**config.mk**
```make
export PLATFORM = sky130hd
export DESIGN_NAME = bram_dump_flat
export DESIGN_NICKNAME = d
export VERILOG_FILES = /design/src/rtl/bram_dump_if.sv /design/src/rtl/bram_dump.sv /design/src/flat_wrapper.sv
export SDC_FILE = /design/constraint.sdc
export NUM_CORES = 1
export LEC_CHECK = 0
export ABC_AREA = 1
export CORE_MARGIN = 1.5
export CORE_UTILIZATION = 35
export DETAILED_ROUTE_END_ITERATION = 7
export PLACE_DENSITY = 0.66
export SKIP_LAST_GASP = 1
export SYNTH_ARGS = -nofsm -noshare
export SYNTH_HDL_FRONTEND = slang
export SYNTH_SLANG_ARGS = --single-unit
```
**constraint.sdc**
```tcl
create_clock -name clk -period 3.4 [get_ports clk]
set_clock_uncertainty 0.05 [all_clocks]
set_input_delay 0.68 -clock clk [delete_from_list [all_inputs] [get_ports clk]]
set_output_delay 0.68 -clock clk [all_outputs]
set_load 0.02 [all_outputs]
```
**src/rtl/bram_dump_if.sv**
```systemverilog
// Output word stream from the BRAM dumper: valid/ready handshake carrying data and its byte address.
// Master drives valid/data/addr; slave drives ready.
interface bram_dump_if #(
    parameter int ADDR_WIDTH = 10,
    parameter int DATA_WIDTH = 32
);
    logic                  out_valid;
    logic                  out_ready;
    logic [DATA_WIDTH-1:0] out_data;
    logic [ADDR_WIDTH-1:0] out_addr;

    modport master (
        output out_valid,
        output out_data,
        output out_addr,
        input  out_ready
    );

    modport slave (
        input  out_valid,
        input  out_data,
        input  out_addr,
        output out_ready
    );
endinterface

```
**src/rtl/bram_dump.sv**
```systemverilog
// Walks a BRAM debug read port from base_addr and streams word_count words with their byte addresses.
// Latency: first out_valid 3 cycles after start; then one word per 3 cycles.
// Backpressure: SEND holds out_valid/out_data/out_addr until out_ready; nothing advances meanwhile.
module bram_dump #(
    parameter int ADDR_WIDTH = 10,
    parameter int DATA_WIDTH = 32
) (
    input  logic                  clk,
    input  logic                  rst,
    input  logic                  start,
    input  logic [ADDR_WIDTH-1:0] base_addr,
    input  logic [ADDR_WIDTH-2:0] word_count,
    output logic [ADDR_WIDTH-1:0] debug_addr,
    input  logic [DATA_WIDTH-1:0] debug_data,
    bram_dump_if.master           out_if,
    output logic                  busy,
    output logic                  done,
    output logic                  err
);

    localparam int CW = ADDR_WIDTH - 1;
    localparam logic [ADDR_WIDTH-1:0] WORD_STEP = ADDR_WIDTH'(4);
    localparam logic [CW-1:0]         LAST_WORD = CW'(1);

    typedef enum logic [2:0] {
        IDLE,
        ISSUE,
        CAPTURE,
        SEND,
        FINISH
    } state_t;

    state_t                state_q;
    state_t                state_d;
    logic [ADDR_WIDTH-1:0] addr_q;
    logic [CW-1:0]         rem_q;
    logic                  err_q;
    logic                  send_hs;

    assign send_hs = (state_q == SEND) && out_if.out_ready;

    always_comb begin
        state_d = state_q;
        case (state_q)
            IDLE: begin
                if (start && (base_addr[1:0] == 2'b00)) begin
                    state_d = (word_count == '0) ? FINISH : ISSUE;
                end
            end
            ISSUE:   state_d = CAPTURE;
            CAPTURE: state_d = SEND;
            SEND: begin
                if (out_if.out_ready) begin
                    state_d = (rem_q == LAST_WORD) ? FINISH : ISSUE;
                end
            end
            FINISH:  state_d = IDLE;
            default: state_d = IDLE;
        endcase
    end

    always_ff @(posedge clk or negedge rst) begin
        if (!rst) begin
            state_q <= IDLE;
        end else begin
            state_q <= state_d;
        end
    end

    // debug_addr is loaded on the edge entering ISSUE so it matches addr_q there and holds elsewhere.
    always_ff @(posedge clk or negedge rst) begin
        if (!rst) begin
            addr_q          <= '0;
            rem_q           <= '0;
            err_q           <= 1'b0;
            debug_addr      <= '0;
            out_if.out_data <= '0;
            out_if.out_addr <= '0;
        end else begin
            err_q <= 1'b0;
            case (state_q)
                IDLE: begin
                    if (start) begin
                        if (base_addr[1:0] != 2'b00) begin
                            err_q <= 1'b1;
                        end else if (word_count != '0) begin
                            addr_q     <= base_addr;
                            rem_q      <= word_count;
                            debug_addr <= base_addr;
                        end
                    end
                end
                CAPTURE: begin
                    out_if.out_data <= debug_data;
                    out_if.out_addr <= addr_q;
                end
                SEND: begin
                    if (send_hs) begin
                        addr_q <= addr_q + WORD_STEP;
                        rem_q  <= rem_q - LAST_WORD;
                        if (rem_q != LAST_WORD) begin
                            debug_addr <= addr_q + WORD_STEP;
                        end
                    end
                end
                default: ;
            endcase
        end
    end

    assign out_if.out_valid = (state_q == SEND);
    assign busy             = (state_q != IDLE);
    assign done             = (state_q == FINISH);
    assign err              = err_q;

endmodule
```
**src/flat_wrapper.sv**
```systemverilog
// flat-port wrapper written by rule: the top's interface ports become plain ports
module bram_dump_flat 
#(
    parameter int ADDR_WIDTH = 10,
    parameter int DATA_WIDTH = 32
)
  (clk, rst, start, base_addr, word_count, debug_addr, debug_data, busy, done, err, out_if_out_valid, out_if_out_data, out_if_out_addr, out_if_out_ready);
  bram_dump_if #(.ADDR_WIDTH(ADDR_WIDTH), .DATA_WIDTH(DATA_WIDTH)) out_if_i ();
  input  logic clk;
  input  logic rst;
  input  logic start;
  input  logic [ADDR_WIDTH-1:0] base_addr;
  input  logic [ADDR_WIDTH-2:0] word_count;
  output logic [ADDR_WIDTH-1:0] debug_addr;
  input  logic [DATA_WIDTH-1:0] debug_data;
  output logic busy;
  output logic done;
  output logic err;
  output wire logic [$bits(out_if_i.out_valid)-1:0] out_if_out_valid;
  output wire logic [$bits(out_if_i.out_data)-1:0] out_if_out_data;
  output wire logic [$bits(out_if_i.out_addr)-1:0] out_if_out_addr;
  input wire logic [$bits(out_if_i.out_ready)-1:0] out_if_out_ready;
  assign out_if_out_valid = out_if_i.out_valid;
  assign out_if_out_data = out_if_i.out_data;
  assign out_if_out_addr = out_if_i.out_addr;
  assign out_if_i.out_ready = out_if_out_ready;
  bram_dump #(.ADDR_WIDTH(ADDR_WIDTH), .DATA_WIDTH(DATA_WIDTH)) u_core (.clk(clk), .rst(rst), .start(start), .base_addr(base_addr), .word_count(word_count), .debug_addr(debug_addr), .debug_data(debug_data), .out_if(out_if_i), .busy(busy), .done(done), .err(err));
endmodule
```
* Yosys cells after proc, flatten, opt, wreduce, memory -nomap -nowiden
Index checks and enable logic that the tools add are counted.
** Cells by class
- Eq/ne operators :: 13
- Mux-type cells :: 21
- Add/subtract/negate cells :: 2
- Reduce and logical (&&, ||, !) cells :: 12
** Operators by type and width (count)
- $mux 10 :: 6
- $pmux 10 s2 :: 2
- $mux 9 :: 4
- $pmux 9 s2 :: 1
- $mux 3 :: 4
- $pmux 3 s4 :: 1
- $add 10x3->10 const B :: 1
- $ne 2x1->1 const B :: 5
- $eq 9x1->1 const B :: 1
- $logic_not 9->1 :: 1
- $ne 9x1->1 const B :: 1
- $reduce_bool 9->1 :: 1
- $sub 9x1->9 const B :: 1
- $eq 3x2->1 const B :: 2
- $reduce_and 6->1 :: 1
- $reduce_and 5->1 :: 1
- $ne 2x2->1 const B :: 2
- $reduce_bool 2->1 :: 2
- $eq 3x1->1 const B :: 1
- $eq 3x3->1 const B :: 1
- $logic_not 3->1 :: 1
- $mux 1 :: 3
- $reduce_bool 3->1 :: 1
- $logic_and 1x1->1 :: 2
- other kinds (2) :: 2
** Word-level totals
- Output and inout port bits :: 56
- Register bits :: 75
- Word-level logic and storage cells :: 55
- Input bits :: 55

* Longest topological paths before layout
- Depth after elaboration :: 5
- Gate-level depth with buffers :: 9
- Mapped depth without buffers :: 9

* Least setup slack after synthesis
No wires, ideal clock.
- Path kind :: input to register
- Start :: in word_count[3]
- End :: reg u_core.rem_q[0]
- Cell stages on the path :: 7
- Path slack :: 1.734 ns
- Data arrival time :: 1.495 ns
- Data required time :: 3.229 ns
- Path buffers :: 1
- Setup time :: 0.121 ns
- Cells stage by stage :: nor2_1 nand3_1 nor3_2 nor2_8 buf_6 nand2_2 o21ai_2
** Between the ends
- Word-level cells in the longest chain between the ends :: 3
** Ends and longest elaborated chain
- start, declared :: line flat_wrapper.sv:13 : input logic [ADDR_WIDTH-2:0] word_count;
- $reduce_bool 9->1 :: line bram_dump.sv:86 : end else if (word_count != '0) begin
- $ne 2x1->1 (no source line)
- $reduce_and 5->1 (no source line)
- end signal, assigned :: line bram_dump.sv:88 : rem_q <= word_count;
- end signal, assigned :: line bram_dump.sv:100 : rem_q <= rem_q - LAST_WORD;
- end, declared :: line bram_dump.sv:36 : logic [CW-1:0] rem_q;
No other way between the ends.
A chain may end at the register's enable or synchronous reset.

* Worst setup path in the final report
- Start :: reg u_core.state_q[0]
- End :: out out_if_out_valid
** Between the ends
- Word-level cells in the longest chain between the ends :: 1
** Ends and longest elaborated chain
- start, declared :: line bram_dump.sv:33 : state_t state_q;
- start signal, assigned :: line bram_dump.sv:66 : state_q <= state_d;
- $eq 3x2->1 :: line bram_dump.sv:111 : assign out_if.out_valid = (state_q == SEND);
- end, declared :: line flat_wrapper.sv:19 : output wire logic [$bits(out_if_i.out_valid)-1:0] out_if_out_valid;
No other way between the ends.

==> parameters.txt <==
Parameter                              Value

Clocking
  Post-CTS resize count ... 0
  Maximum count of clock buffers along a single path ... 2
  Root buf cell ... sky130_fd_sc_hd__clkbuf_8
  Cts hold-fix bufs ... 0
  Total CTS buffers ... 9
  Number of clock sinks ... 75
  Clock edge transition at the registers on the reported setup and hold paths ... 0.09 ns
  Skew-Pair Late Insertion Delay ... between 0.3 and 0.4 ns
  Setup Buffers After CTS ... 0
  Clock tree from TritonCTS ... done
  Level count of the clock H-tree ... 3

Run
  Max-cap violation count ... 0

Critical path
  CP Class ... reg2out
  Critical-path maximum fanout ... 19
  Worst path slowest cell ... sky130_fd_sc_hd__clkdlybuf4s50_1
  Worst EP required ... 2.67 ns
  Maximum single-stage delay on the critical path ... a little over 0.7 ns
  Arrival time of data at the critical path endpoint ... approximately 2.0 ns
  CP startpoint kind ... flip-flop
  Endpoint kind of the worst setup timing path ... primary output
  Ordered cell list for the critical path ... nand2_1 > nor2_4 > clkdlybuf4s50_1

Global routing
  Total track usage ... between 10% and 20%
  First-pass GRT wire length ... around 14,000 um
  Number of antenna violations at the first check in global routing ... 0
  Total gr overflow ... 0
  Vias in the first global route ... a little under 3,000
  Largest net degree at the start of global routing ... 76

Synthesis
  Number of enable-type register cells in the synthesized netlist ... 0
  Post-synthesis instance area ... 0.00361 mm^2
  Post-Synthesis Net Count ... approximately 440
  Most numerous cell in the Yosys netlist ... sky130_fd_sc_hd__nand2_1
  Mean Syn Cell Area ... just over 9 um^2
  Top cell type by total area after synthesis ... sky130_fd_sc_hd__dfrtp_1
  Dominant cells by area after synthesis ... sky130_fd_sc_hd__dfrtp_1 52%, sky130_fd_sc_hd__nand2_1 12%, sky130_fd_sc_hd__mux2_2 10%
  Share of async-settable or async-resettable flops after synthesis ... between 90% and 100%
  Sequential element share of the synthesized area ... 52.0%
  Share of Yosys cell area claimed by the top area cell type ... between 50% and 60%
  Post-synthesis register bit count ... between 70 and 80
  Prevailing post-synth register cell ... sky130_fd_sc_hd__dfrtp_1
  Number of distinct standard cells referenced by the synthesized netlist ... 27
  Synthesis Warnings ... 0
  Cells after Synth ... just under 400
  Top cells by instance count after synthesis ... 111 x sky130_fd_sc_hd__nand2_1, 75 x sky130_fd_sc_hd__dfrtp_1, 32 x sky130_fd_sc_hd__mux2_2, 30 x sky130_fd_sc_hd__inv_1, 25 x sky130_fd_sc_hd__nor2_1

Pwr
  Leakage power of the design ... 2.27 nW
  Switching part of the total power ... roughly 43%
  VDD IR max ... around 0.34 mV
  Power dissipated by switching net loads ... between 2 and 2.5 mW
  Total power draw ... roughly 5 mW
  Power density over cell area ... between 1000 and 1500 mW/mm^2
  Reg power frac ... between 30% and 40%
  Share of power burned in the clock network ... 13.6%
  Cell Int Power ... just under 3 mW
  Logic gate share of total power ... around 55%

Timing
  Final worst-path cycle share ... ~80%
  Minimum period implied by the final worst setup slack ... around 2.7 ns
  Final setup fails ... 0
  Unrepaired setup endpoints after global routing ... false
  Worst-Margin Slew ... between 1 and 1.5 ns
  Fin. Hold Viols ... 0
  Max_slew headroom ... roughly 26%
  Max Fclk ... roughly 370 MHz
  Final Max Tran Viols ... 0
  Final total negative setup slack ... 0 ns

Floorplanning
  Die span in x ... 105 um
  Initial Utilization ... ~37%
  Area of the placeable core ... between 0.009 and 0.01 mm^2
  Area of the die ... between 0.01 and 0.015 mm^2
  Cell row count ... 36
  Height of the die ... 105 um
  Boundary Pins ... 111

Layout
  Proportion of layout cells with a drive suffix above 1 ... about 18%
  Signed area change from the synthesized netlist to the final layout ... 38.5%
  Final-stage net count ... ~550
  Diodes inserted ... 0

Detailed routing
  Wire per inst ... approximately 13 um
  Number of DRC markers after the initial detailed-route iteration ... between 100 and 150
  Sum of routed wire length over all layers ... about 8500 um
  Mean number of vias per cell ... 4.64
  Antenna viol nets, final ... 0
  Pre-antenna DRT Iters ... 4
  Via count ... 2,942
  DRC violation count after routing ... 0

Place
  Gp weighted congestion ... 0.852
  HPWL after detailed placement ... around 6100 um
  Total of buffers placed on input and output ports ... 110

Status
  Outcome ... finished, final reports clean

Worst hold path
  Worst min-delay path category ... in2async
-- metrics by stage --
stage	utilization, %	worst slack [ns]	instance area, um^2	hold WS, ns	instances
2_1_floorplan	-	1.73	3610	0.334	386
3_3_place_gp	48.6	0.879	4800	0.409	618
3_5_place_dp	48.6	0.765	4800	0.409	618
4_1_cts	50.7	0.674	5000	0.430	634
5_1_grt	50.7	0.568	5000	0.450	634
6_report	50.7	0.694	5000	0.424	634
-- cell type report --
class                           count  area [um^2]
Inverter                           33          124
Timing Repair Buffer              110         1100
Multi-Input combinational cell    267         1530
Fill cell                         924         4870
Sequential cell                    75         1880
Clock inverter                      6         72.6
Tap cell                          133          166
Clock buffer                       10          128
-- path summary, 6_finish.rpt --
kind | startpoint | cells past startpoint | slack, ns | end
worst max-delay path | u_core.state_q[0]$_DFFE_PN0P_ | 3 | 0.69 | out_if_out_valid
worst min-delay path | rst | 1 | 0.42 | u_core.out_if.out_addr[6]$_DFFE_PN0P_
worst max register to register | u_core.state_q[2]$_DFFE_PN0P_ | 8 | 1.06 | u_core.rem_q[8]$_DFFE_PN0P_
worst min register to register | u_core.debug_addr[6]$_DFFE_PN0P_ | 2 | 0.43 | u_core.debug_addr[6]$_DFFE_PN0P_
max in group asynchronous | rst | 1 | 2.25 | u_core.out_if.out_data[3]$_DFFE_PN0P_
min in group clk | u_core.debug_addr[6]$_DFFE_PN0P_ | 2 | 0.43 | u_core.debug_addr[6]$_DFFE_PN0P_
-- sequential cells by signal (all words and copies together) (netlist names) --
register and count:
u_core.out_if.out_addr 10, u_core.rem_q 9, u_core.out_if.out_data 32, u_core.addr_q 10, u_core.debug_addr 10, u_core.err 1
u_core.state_q 3
-- cells by family (layout without fill, tap and decap cells) --
family                   after synthesis  after routing  synth area share [%]
multiplexers                          32             32                  9.99
AO/OA/AOI/OAI                         43             43                  7.45
AND/OR/NAND/NOR                      188            188                  23.6
flip-flops                            75             75                  52.0
adder cells (fa/ha/maj)                3              3                  1.04
buffers and inverters                 44            159                  5.62
XOR/XNOR                               1              1                 0.243
-- power by group through the flow --
stage / clock network (mW) / registers, mW / logic (mW)
after floorplan: 0 / 1.96 / 1.50
after global placement: 0 / 1.59 / 2.78
after detailed placement: 0 / 1.61 / 2.83
after CTS: 0.720 / 1.60 / 2.84
after global routing: 0.751 / 1.66 / 3.09
final: 0.695 / 1.59 / 2.80
-- placed cells by master (no fill, tap or decap), drive strengths merged, types with 4 or more instances in the layout --
master,Yosys,final
nand2,125,125
a21oi,5,5
nand4,4,4
nor2,28,28
clkdlybuf4s50,0,109
dfrtp,75,75
clkbuf,2,10
inv,33,35
mux2,32,32
o21ai,37,37
nand3,27,27
-- worst max-delay path, delay by kind of cell (launching register included) --
| family | cells | cell delay [ns] |
|---|---|---|
| DFF | 1 | 0.40 |
| buffers and inverters | 1 | 0.71 |
| and+or+nand+nor | 2 | 0.52 |
-- metal layers --
metal | wire (um) | up-vias | track usage (%)
met5 | 0 | - | 0
met4 | 159 | 0 | 6.45
met3 | 494 | 15 | 3.12
met2 | 3950 | 80 | 26.6
met1 | 3870 | 1372 | 20.9
li1 | - | 1475 | -
No activity file was read; power rests on OpenSTA's default activity.
